File: src/rtl/add_seq_ctrl.sv
// Serial W-bit add/subtract controller: one nibble per cycle through a 4-bit ripple-carry slice.
// Latency: accept at edge k, out_valid high in the cycle after edge k+NNIB.
// Backpressure: result held in DONE until out_ready; in_ready low while busy, requests not queued.

// 4-bit ripple-carry adder slice
module add_seq_rca4 (
  input  logic [3:0] a,
  input  logic [3:0] b,
  input  logic       cin,
  output logic [3:0] sum,
  output logic       cout
);
  logic [4:0] c;

  assign c[0] = cin;

  genvar i;
  generate
    for (i = 0; i < 4; i++) begin : g_fa
      assign sum[i]   = a[i] ^ b[i] ^ c[i];
      assign c[i+1]   = (a[i] & b[i]) | (c[i] & (a[i] ^ b[i]));
    end
  endgenerate

  assign cout = c[4];
endmodule

module add_seq_ctrl #(
  parameter int NNIB = 4
) (
  input  logic            clk,
  input  logic            rst_n,
  input  logic            in_valid,
  output logic            in_ready,
  input  logic [4*NNIB-1:0] a,
  input  logic [4*NNIB-1:0] b,
  input  logic            op,
  output logic            out_valid,
  input  logic            out_ready,
  output logic [4*NNIB-1:0] result,
  output logic            cout,
  output logic            zero,
  output logic            overflow,
  output logic            busy
);
  localparam int W  = 4 * NNIB;
  localparam int IW = (NNIB > 1) ? $clog2(NNIB) : 1;
  localparam logic [IW-1:0] LAST_IDX = IW'(NNIB - 1);

  typedef enum logic [1:0] {
    S_IDLE = 2'd0,
    S_RUN  = 2'd1,
    S_DONE = 2'd2
  } state_t;

  state_t        state_q, state_d;
  logic [W-1:0]  a_q;       // latched operand A
  logic [W-1:0]  b_q;       // latched B, already inverted for subtract
  logic          carry_q;
  logic [IW-1:0] idx_q;
  logic [W-1:0]  result_q;

  logic [3:0]    a_nib, b_nib, slice_sum;
  logic          slice_cout;
  logic          last_nib;

  // Nibble selection for the current step; the slice is shared by every nibble
  assign a_nib    = a_q[{idx_q, 2'b00} +: 4];
  assign b_nib    = b_q[{idx_q, 2'b00} +: 4];
  assign last_nib = (idx_q == LAST_IDX);

  add_seq_rca4 u_slice (
    .a    (a_nib),
    .b    (b_nib),
    .cin  (carry_q),
    .sum  (slice_sum),
    .cout (slice_cout)
  );

  // State register
  always_ff @(posedge clk or negedge rst_n) begin
    if (!rst_n) state_q <= S_IDLE;
    else        state_q <= state_d;
  end

  // Next-state logic
  always_comb begin
    state_d = state_q;
    case (state_q)
      S_IDLE:  if (in_valid)  state_d = S_RUN;
      S_RUN:   if (last_nib)  state_d = S_DONE;
      S_DONE:  if (out_ready) state_d = S_IDLE;
      default:                state_d = S_IDLE;
    endcase
  end

  // Handshake/status outputs decoded straight from the state register
  always_comb begin
    in_ready  = 1'b0;
    out_valid = 1'b0;
    busy      = 1'b0;
    case (state_q)
      S_IDLE:  in_ready  = 1'b1;
      S_RUN:   busy      = 1'b1;
      S_DONE:  begin out_valid = 1'b1; busy = 1'b1; end
      default: in_ready  = 1'b0;
    endcase
  end

  // Operand capture on accept, then one nibble of sum and carry per RUN cycle
  always_ff @(posedge clk or negedge rst_n) begin
    if (!rst_n) begin
      a_q      <= '0;
      b_q      <= '0;
      carry_q  <= 1'b0;
      idx_q    <= '0;
      result_q <= '0;
    end else if (state_q == S_IDLE && in_valid) begin
      a_q     <= a;
      b_q     <= b ^ {W{op}};
      carry_q <= op;            // +1 completes the two's-complement negate
      idx_q   <= '0;
    end else if (state_q == S_RUN) begin
      result_q[{idx_q, 2'b00} +: 4] <= slice_sum;
      carry_q <= slice_cout;
      idx_q   <= last_nib ? '0 : idx_q + IW'(1);
    end
  end

  assign result   = result_q;
  assign cout     = carry_q;
  assign zero     = (result_q == '0);
  assign overflow = (a_q[W-1] == b_q[W-1]) && (result_q[W-1] != a_q[W-1]);
endmodule

File: config.mk
export PLATFORM = sky130hd
export DESIGN_NAME = add_seq_ctrl
export DESIGN_NICKNAME = d
export VERILOG_FILES = /design/src/rtl/add_seq_ctrl.sv
export SDC_FILE = /design/constraint.sdc
export NUM_CORES = 1
export LEC_CHECK = 0
export BUFFER_PORTS_ARGS = -buffer_cell sky130_fd_sc_hd__buf_4
export CAP_MARGIN = 20
export CORE_ASPECT_RATIO = 0.9
export CORE_MARGIN = 2
export CORE_UTILIZATION = 58
export DETAILED_ROUTE_END_ITERATION = 8
export GPL_TIMING_DRIVEN = 1
export PLACE_DENSITY = 0.86
export SKIP_CTS_REPAIR_TIMING = 1
export SYNTH_ARGS = -nofsm -noshare
export SYNTH_HDL_FRONTEND = slang
export SYNTH_HIERARCHICAL = 1
export SYNTH_SLANG_ARGS = --single-unit
File: constraint.sdc
create_clock -name clk -period 5.8 [get_ports clk]
set_input_delay 0.29 -clock clk [delete_from_list [all_inputs] [get_ports clk]]
set_output_delay 0.29 -clock clk [all_outputs]
set_load 0.01 [all_outputs]
# Word level (Yosys, flattened, before mapping)
# Cells that the tools add are included.
[totals]
regBits = 53
latchBits = 0
mem_bits_rw = 0
rom_bits = 0
wordCells = 63
mem_count = 0
[classes]
n_addsub = 2
mul = 0
n_div = 0
order_cmp = 0
n_eq_ne = 8
shifts = 4
muxes = 13
n_bitwise = 22
reduce_logical = 8
[op_table]
columns = ["operator", "count"]
rows = [
  ["indexed part select 16 x 5 -> 4 bit", 2],
  ["bitwise mux 16 bit", 1],
  ["zero test 16 bit", 1],
  ["variable shift 4 x 6 -> 16 bit (first input constant)", 1],
  ["indexed part select 4 x 6 -> 16 bit", 1],
  ["XOR 16 bit", 1],
  ["two-way mux 2 bit", 6],
  ["bitwise AND 1 bit", 8],
  ["XOR 1 bit", 8],
  ["inequality test 2 bit (second input constant)", 3],
  ["negation 4 -> 6 bit", 1],
  ["case mux 2 bit (3 select lines)", 1],
  ["two-way mux 1 bit", 5],
  ["== test 2 bit (second input constant)", 2],
  ["OR 1 bit", 4],
  ["AND reduction 3 bit", 1],
  ["adder 2 x 1 -> 2 bit (second input constant)", 1],
  ["== test 2 x 1 -> 1 bit (second input constant)", 1],
  ["logical AND 1 bit", 2],
  ["zero test 2 bit", 1],
  ["AND reduction 2 bit", 1],
  ["nonzero test 2 bit", 1],
  ["OR reduction 2 bit", 1],
  ["== test 1 bit", 1],
  ["other kinds (2)", 2],
]

# Logic depth before layout (Yosys ltp)
# Gate-level depths: netlist (run 1).
[depth]
depth_word = 12
ltp_mapped = 13

# Hierarchy
# Netlist (run 1), hierarchy kept.
[modules_own_cells]
columns = ["module", "instances", "cells_per_inst", "area_each_um2", "seq_area_each_um2"]
rows = [
  ["add_seq_ctrl", 1, 216, 2567.5, 1326.3],
  ["add_seq_rca4", 1, 14, 117.6, 0.0],
]

# Worst setup path before layout (run 1)
# Ideal clock, no wire load.
[synth_path]
path_kind = "register to register"
from = "register idx_q[0]"
to = "register result_q[15], in the netlist result[15]"
setup_ps = 83
t_arrival_ps = 2929
required_ps = 5717
path_slack_ps = 2789
path_stages_with_launch = 14
n_path_buf = 2
synth_period_minus_slack_ps = 3011
path_cell_list = "dfrtp_1 buf_4 buf_6 mux4_2 fa_1 inv_1 fa_1 inv_1 fa_1 inv_1 fa_1 inv_1 nand2_1 o21ai_0"
[synth_via]
elab_chain_len = 11
word_cells_on_any_way = 23
classes_between = "add/sub: 1; shift: 4; mux: 1; bitwise: 17"
[synth_rtl]
columns = ["item", "line_no", "text"]
rows = [
  ["start, declared", "60", "logic [IW-1:0] idx_q;"],
  ["start signal, assigned", "126", "idx_q <= last_nib ? '0 : idx_q + IW'(1);"],
  ["indexed part select 16 x 5 -> 4 bit *", "69", "assign b_nib = b_q[{idx_q, 2'b00} +: 4];"],
  ["named net b_nib[0]", "63", "logic [3:0] a_nib, b_nib, slice_sum;"],
  ["XOR 1 bit", "21", "assign c[i+1] = (a[i] & b[i]) | (c[i] & (a[i] ^ b[i]));"],
  ["bitwise AND 1 bit", "21", ""],
  ["OR 1 bit *", "21", ""],
  ["bitwise AND 1 bit *", "21", ""],
  ["OR 1 bit *", "21", ""],
  ["bitwise AND 1 bit *", "21", ""],
  ["OR 1 bit *", "21", ""],
  ["XOR 1 bit *", "20", "assign sum[i] = a[i] ^ b[i] ^ c[i];"],
  ["named net slice_sum[3]", "63", ""],
  ["indexed part select 4 x 6 -> 16 bit *", "124", "result_q[{idx_q, 2'b00} +: 4] <= slice_sum;"],
  ["bitwise mux 16 bit *", "124", ""],
  ["end signal, assigned by index", "124", ""],
  ["end, declared", "61", "logic [W-1:0] result_q;"],
]
# Mark *: on every way through the listed nets, which the timed path passes. The rest lies on a longest branch.
# A chain may end at the register's enable or synchronous reset.

# Worst setup path after layout (run 1)
[layout_path]
from = "register idx_q[0]"
to = "register result_q[15], in the netlist result[15]"
[layout_via]
elab_chain_len = 11
word_cells_on_any_way = 23
classes_between = "add/sub: 1; shift: 4; mux: 1; bitwise: 17"
[layout_rtl]
columns = ["item", "line_no", "text"]
rows = [
  ["indexed part select 16 x 5 -> 4 bit *", "68", "assign a_nib = a_q[{idx_q, 2'b00} +: 4];"],
  ["named net a_nib[0]", "63", ""],
  ["XOR 1 bit", "21", ""],
  ["bitwise AND 1 bit", "21", ""],
  ["OR 1 bit *", "21", ""],
  ["bitwise AND 1 bit *", "21", ""],
  ["OR 1 bit *", "21", ""],
  ["bitwise AND 1 bit *", "21", ""],
  ["OR 1 bit *", "21", ""],
  ["XOR 1 bit *", "20", ""],
  ["named net slice_sum[3]", "63", ""],
  ["indexed part select 4 x 6 -> 16 bit *", "124", ""],
  ["bitwise mux 16 bit *", "124", ""],
]
# Marks and branches as above.

==> results of run 1 <==
-- area by class of cell --
cell class	instances	share of cell area (%)
tap	62	2.39
clock buffer	6	2.54
clock inverter	1	0.231
inverter	18	2.08
multi-input combinational	149	38.0
sequential	53	40.8
timing repair buffer	60	13.9
-- layer usage --
metal	wire length [um]	vias to the layer above	global-route usage (%)
li1	-	901	-
met1	2440	908	31.9
met2	2460	57	35.1
met3	241	8	5.81
met4	68	0	7.02
met5	0	-	0
-- flip-flops by register name, indices dropped and copies added (netlist names) --
name / count
state_q: 2
result: 16
idx_q: 2
cout: 1
b_q: 16
a_q: 16
-- critical path, cell delays in order (launching register included) --
cell and delay [ns]:
dfrtp_1 0.33, buf_4 0.29, mux4_2 0.58, fa_1 0.44
inv_1 0.08, fa_1 0.15, inv_1 0.05, fa_1 0.35
inv_1 0.08, fa_1 0.40, inv_1 0.12, nand2_1 0.08
o21ai_0 0.16
-- cell families after synthesis --
kind of cell | Yosys count | synth area share, %
multiplexers | 28 | 15.0
XOR/XNOR | 16 | 5.22
flip-flops | 53 | 49.4
buffers and inverters | 28 | 4.61
AND/OR/NAND/NOR | 53 | 9.55
AO/OA/AOI/OAI | 38 | 8.57
adder cells (fa/ha/maj) | 14 | 7.64
-- report_power, final --
| part | internal [W] | switching, W |
|---|---|---|
| Clock | 0.0000946 | 0.000119 |
| Combinational | 0.000437 | 0.000471 |
| Sequential | 0.000527 | 0.000113 |
-- path summary, 6_finish.rpt --
check | to | slack [ns] | cells after the start
min in group clk | idx_q[0] | 0.17 | 2
worst max register to register | result[15] | 2.61 | 12
worst max-delay path | result[15] | 2.61 | 12
worst min-delay path | a_q[1] | 0.006 | 1
max in group asynchronous | result[4] | 5.38 | 1
worst min register to register | b_q[13] | 0.48 | 2
-- synth_stat cells --
library cell  number
and4_1             2
clkbuf_1           4
and2b_1            1
o21ai_0           25
a222oi_1           1
and3_1             1
nand2_1           35
fa_1               4
nand2b_1           1
buf_6              1
nand3b_1           2
a21oi_1            4
nand3_1            1
a22o_1             4
buf_4              2
mux2i_1            2
ha_1              10
and3b_1            1
nor3b_2            1
a32o_1             4
nor4_1             4
xnor2_1           16
inv_1             18
nor2_1             2
mux2_2            18
nor3b_1            1
dfrtp_1           53
nor2b_1            1
buf_2              3
mux4_2             8
-- metrics by stage --
step                power (W)  cell area (sq um)  hold slack [ns]  worst slack [ns]  cells
finish                0.00176               3250          0.00603              2.61    349
global placement      0.00150               3160            0.356              2.77    342
floorplan             0.00125               2690         -0.00559              2.79    230
detailed placement    0.00156               3160            0.362              2.65    342
global route          0.00190               3250           0.0551              2.40    349
CTS                   0.00176               3250           0.0243              2.63    349
-- cell usage in the layout, fill, tap and decap left out, types with 6 or more instances in the layout --
cell type / n
dfrtp_1: 53
clkbuf_8: 6
mux2_2: 18
xnor2_1: 16
o21ai_0: 25
mux4_2: 8
inv_1: 18
buf_4: 60
nand2_1: 35
ha_1: 10
==> run_results.csv, run 1 <==
group,metric,value,unit
routing,route.detailed.drc,0,
routing,dr.pass1.iters,4,
sta,worstMarginPinSlew,0.635,ns
sta,hold_viol_final,0,
yosys,post_synth_inst_count,230,
setup_path,cp-startpoint,"idx_q[0]",
setup_path,critPathLaunchType,"register",
floorplan,num_rows,23,
sta,fin_crit,3.19,ns
sta,finalCritPeriodShare,54.9,%
final_layout,nFillCells,329,
pwr,power_density,542,nW/um^2
place,gp_congestion,0.811,
global_route,grt_first_pass_wirelength,8.55,mm
cts,cts_root_buf,"clkbuf_8",
place,post-dp-hpwl,3.92,mm
setup_path,crit_type,"register to register",
worst_hold_path,min_path_type,"primary input to asynchronous set/reset pin",
sta,setup_tns,0,ns
global_route,grt_util_all_layers,22.7,%
setup_path,arrival,3.42,ns
status,outcome,"completed",
yosys,netlist_area,2690,sq um
sta,rsz0062_at_grt,"no",
run,max_cap_violations,0,
cts,htree_levels,2,
routing,routed_via_density,5.37,
global_route,grt_max_degree,54,
cts,cts.sinks,53,
floorplan,die_width,75.7,um
yosys,synthTopCellsByArea,"dfrtp_1, mux2_2, mux4_2, xnor2_1, nand2_1",
cts,cts_tree,"yes",
final_layout,final_core_util,72.8,%
yosys,ys_warn_count,6,
final_layout,area_delta_synth_final,20.9,%
sta,skew,0.00681,ns
cts,clk_pin_slew,0.09,ns
sta,setup_viol,0,
sta,max_slew_margin,57.7,%
routing,drtAntennaViolNets,0,
routing,wl_per_cell,14.9,um
yosys,synth_top_area_share,49.4,%
final_layout,regArea,1330,sq um
final_layout,nets,338,
cts,clock_path_buffers,2,
setup_path,cp_data_required_time,6.03,ns
global_route,grt_antenna_before_repair,0,
floorplan,die_y,68.6,um
setup_path,crit_fanout,21,
setup_path,r2r-start,"idx_q[0]",
sta,max_freq,0.314,GHz
cts,clkLatencyLatePin,0.31,ns
yosys,ys_seq_area_share,49.4,%
pwr,p_leak,1.53,nW
global_route,grt_pass1_vias,1769,
yosys,ys_ff_latch,53,
final_layout,antenna_cells,0,
setup_path,worst_setup_path_end_kind,"register",
pwr,ir_worst_vdd,0.293,mV
yosys,syn_area_per_cell,11.7,sq um
floorplan,core,4460,sq um
sta,slew_violations,0,
final_layout,drive_gt1_share,32.8,%
routing,vias,1874,
yosys,synth_top_area_cell,"dfrtp_1",
final_layout,multi_input_area,1230,sq um
floorplan,initial_utilization,60.2,%
floorplan,design.die.area,5190,sq um
floorplan,io-pin-count,59,
routing,wl,5.21,mm
routing,drtIter0Drc,211,
yosys,synth_cell_types,30,
place,portBuffers,58,
global_route,grt_remaining_overflow,0,
yosys,synth_nets,281,
cts,cts-buffers-inserted,5,
Note: power is estimated with default switching activity, not from simulation.
==> run 2: changes to the inputs <==
--- a/config.mk
+++ b/config.mk
@@ -9,10 +9,10 @@
 export CAP_MARGIN = 20
 export CORE_ASPECT_RATIO = 0.9
 export CORE_MARGIN = 2
-export CORE_UTILIZATION = 58
+export CORE_UTILIZATION = 49
 export DETAILED_ROUTE_END_ITERATION = 8
 export GPL_TIMING_DRIVEN = 1
-export PLACE_DENSITY = 0.86
+export PLACE_DENSITY = 0.78
 export SKIP_CTS_REPAIR_TIMING = 1
 export SYNTH_ARGS = -nofsm -noshare
 export SYNTH_HDL_FRONTEND = slang
==> constraint.sdc (replaced) <==
create_clock -name clk -period 2.69 [get_ports clk]
set_input_delay 0.1345 -clock clk [delete_from_list [all_inputs] [get_ports clk]]
set_output_delay 0.1345 -clock clk [all_outputs]
set_load 0.01 [all_outputs]
==> run_results.csv, run 2 (synthesis results as in run 1) <==
group,metric,value,unit
routing,wl,5.24,mm
floorplan,die_width,82.0,um
sta,fin_hold_ws,0.0246,ns
setup_path,critPathLaunchType,"register",
final_layout,drive_gt1_share,37.2,%
global_route,grt_remaining_overflow,0,
setup_path,cp_data_required_time,2.92,ns
worst_hold_path,min_path_type,"primary input to register",
sta,max_slew_margin,57.1,%
floorplan,die_y,74.2,um
floorplan,io-pin-count,59,
global_route,gr-usage-met3,4.61,%
pwr,ir_worst_vdd,0.681,mV
final_layout,layout_common_cells,"buf_4, dfrtp_1, nand2_1",
cts,cts_tree,"yes",
routing,drtAntennaViolNets,0,
sta,finalCritPeriodShare,104,%
final_layout,final_common_cell,"buf_4",
cts,cts.sinks,53,
routing,vias,1905,
sta,hold_viol_final,0,
floorplan,initial_utilization,51.1,%
setup_path,r2r_slack,-0.10,ns
setup_path,crit_fanout,4,
pwr,p_leak,1.57,nW
setup_path,arrival,3.02,ns
sta,setup_tns,-0.389,ns
final_layout,antenna_cells,0,
global_route,grt_util_all_layers,18.5,%
cts,clk_pin_slew,0.09,ns
global_route,grt_first_pass_wirelength,8.52,mm
sta,setup_viol,4,
global_route,grt_most_used_layer,"met2",
pwr,power_density,1220,nW/um^2
routing,route.detailed.drc,0,
cts,clkLatencyLatePin,0.30,ns
routing,dr.pass1.iters,4,
sta,setup_slack,-0.101,ns
final_layout,area_delta_synth_final,24.7,%
sta,max_freq,0.358,GHz
cts,htree_levels,2,
setup_path,crit_type,"register to register",
final_layout,nets,343,
place,gp_congestion,0.839,
global_route,grt_pass1_vias,1850,
pwr,finalPower,0.00409,W
floorplan,design.die.area,6090,sq um
global_route,grt_use_met2,30.2,%
status,outcome,"finished, violations left",
global_route,globalRouteMet1Util,25.8,%
routing,drtIter0Drc,95,
cts,cts_root_buf,"clkbuf_8",
run,max_cap_violations,0,
place,portBuffers,58,
sta,worstMarginPinSlew,0.643,ns
sta,skew,0.00867,ns
routing,wl_per_cell,14.6,um
setup_path,worst_setup_path_end_kind,"register",
global_route,grt_max_degree,54,
cts,clock_path_buffers,2,
sta,rsz0062_at_grt,"yes",
floorplan,core,5260,sq um
status,failed_checks,"negative setup slack",
cts,cts-buffers-inserted,5,
sta,slew_violations,0,
final_layout,nFillCells,452,
routing,routed_via_density,5.29,
global_route,grt_antenna_before_repair,0,
sta,fin_crit,2.79,ns
place,post-dp-hpwl,3.99,mm
floorplan,num_rows,25,
## run 2: metrics by stage
stage	std cells	cell area (sq um)	util [%]	worst slack, ns
5_1_grt	360	3350	63.7	-0.177
4_1_cts	358	3310	63.0	-0.159
6_report	360	3350	63.7	-0.101
3_5_place_dp	350	3190	60.8	-0.133
2_1_floorplan	230	2700	-	-0.235
3_3_place_gp	350	3190	60.8	-0.0695
## run 2: worst max-delay path, cell delays in order, from the launching register on
cell and delay [ns]:
dfrtp_2 0.41, mux4_2 0.53, fa_2 0.39, inv_2 0.06, fa_2 0.18, inv_2 0.04
fa_2 0.32, inv_2 0.06, fa_1 0.42, inv_2 0.11, nand2_1 0.07, o21ai_1 0.12
## run 2: path summary, 6_finish.rpt
| kind | start | end | depth (start not counted) |
|---|---|---|---|
| min | in_valid | idx_q[1] | 2 |
| min in group asynchronous | rst_n | a_q[3] | 2 |
| max | idx_q[0] | result[3] | 11 |
| max in group asynchronous | rst_n | idx_q[0] | 2 |
| max reg2reg | idx_q[0] | result[3] | 11 |
| min reg2reg | b_q[14] | b_q[14] | 2 |
## run 2: where the power goes
part	switching [W]	internal [W]
Sequential	0.000233	0.00114
Clock	0.000251	0.000304
Combinational	0.00107	0.00110
## run 2: layout make-up
cell class                 count  area, sq um  share of cell area [%]
sequential                    53         1330                    39.7
multi-input combinational    149         1260                    37.6
timing repair buffer          65          494                    14.8
clock buffer                   7         86.3                    2.58
tap                           67         83.8                    2.50
inverter                      18         67.6                    2.02
clock inverter                 1         30.0                   0.897
## run 2: routing by layer
layer,routed length [um],up-vias
li1,-,914
met1,2490,926
met2,2390,63
met3,347,2
met4,15,0
met5,0,-
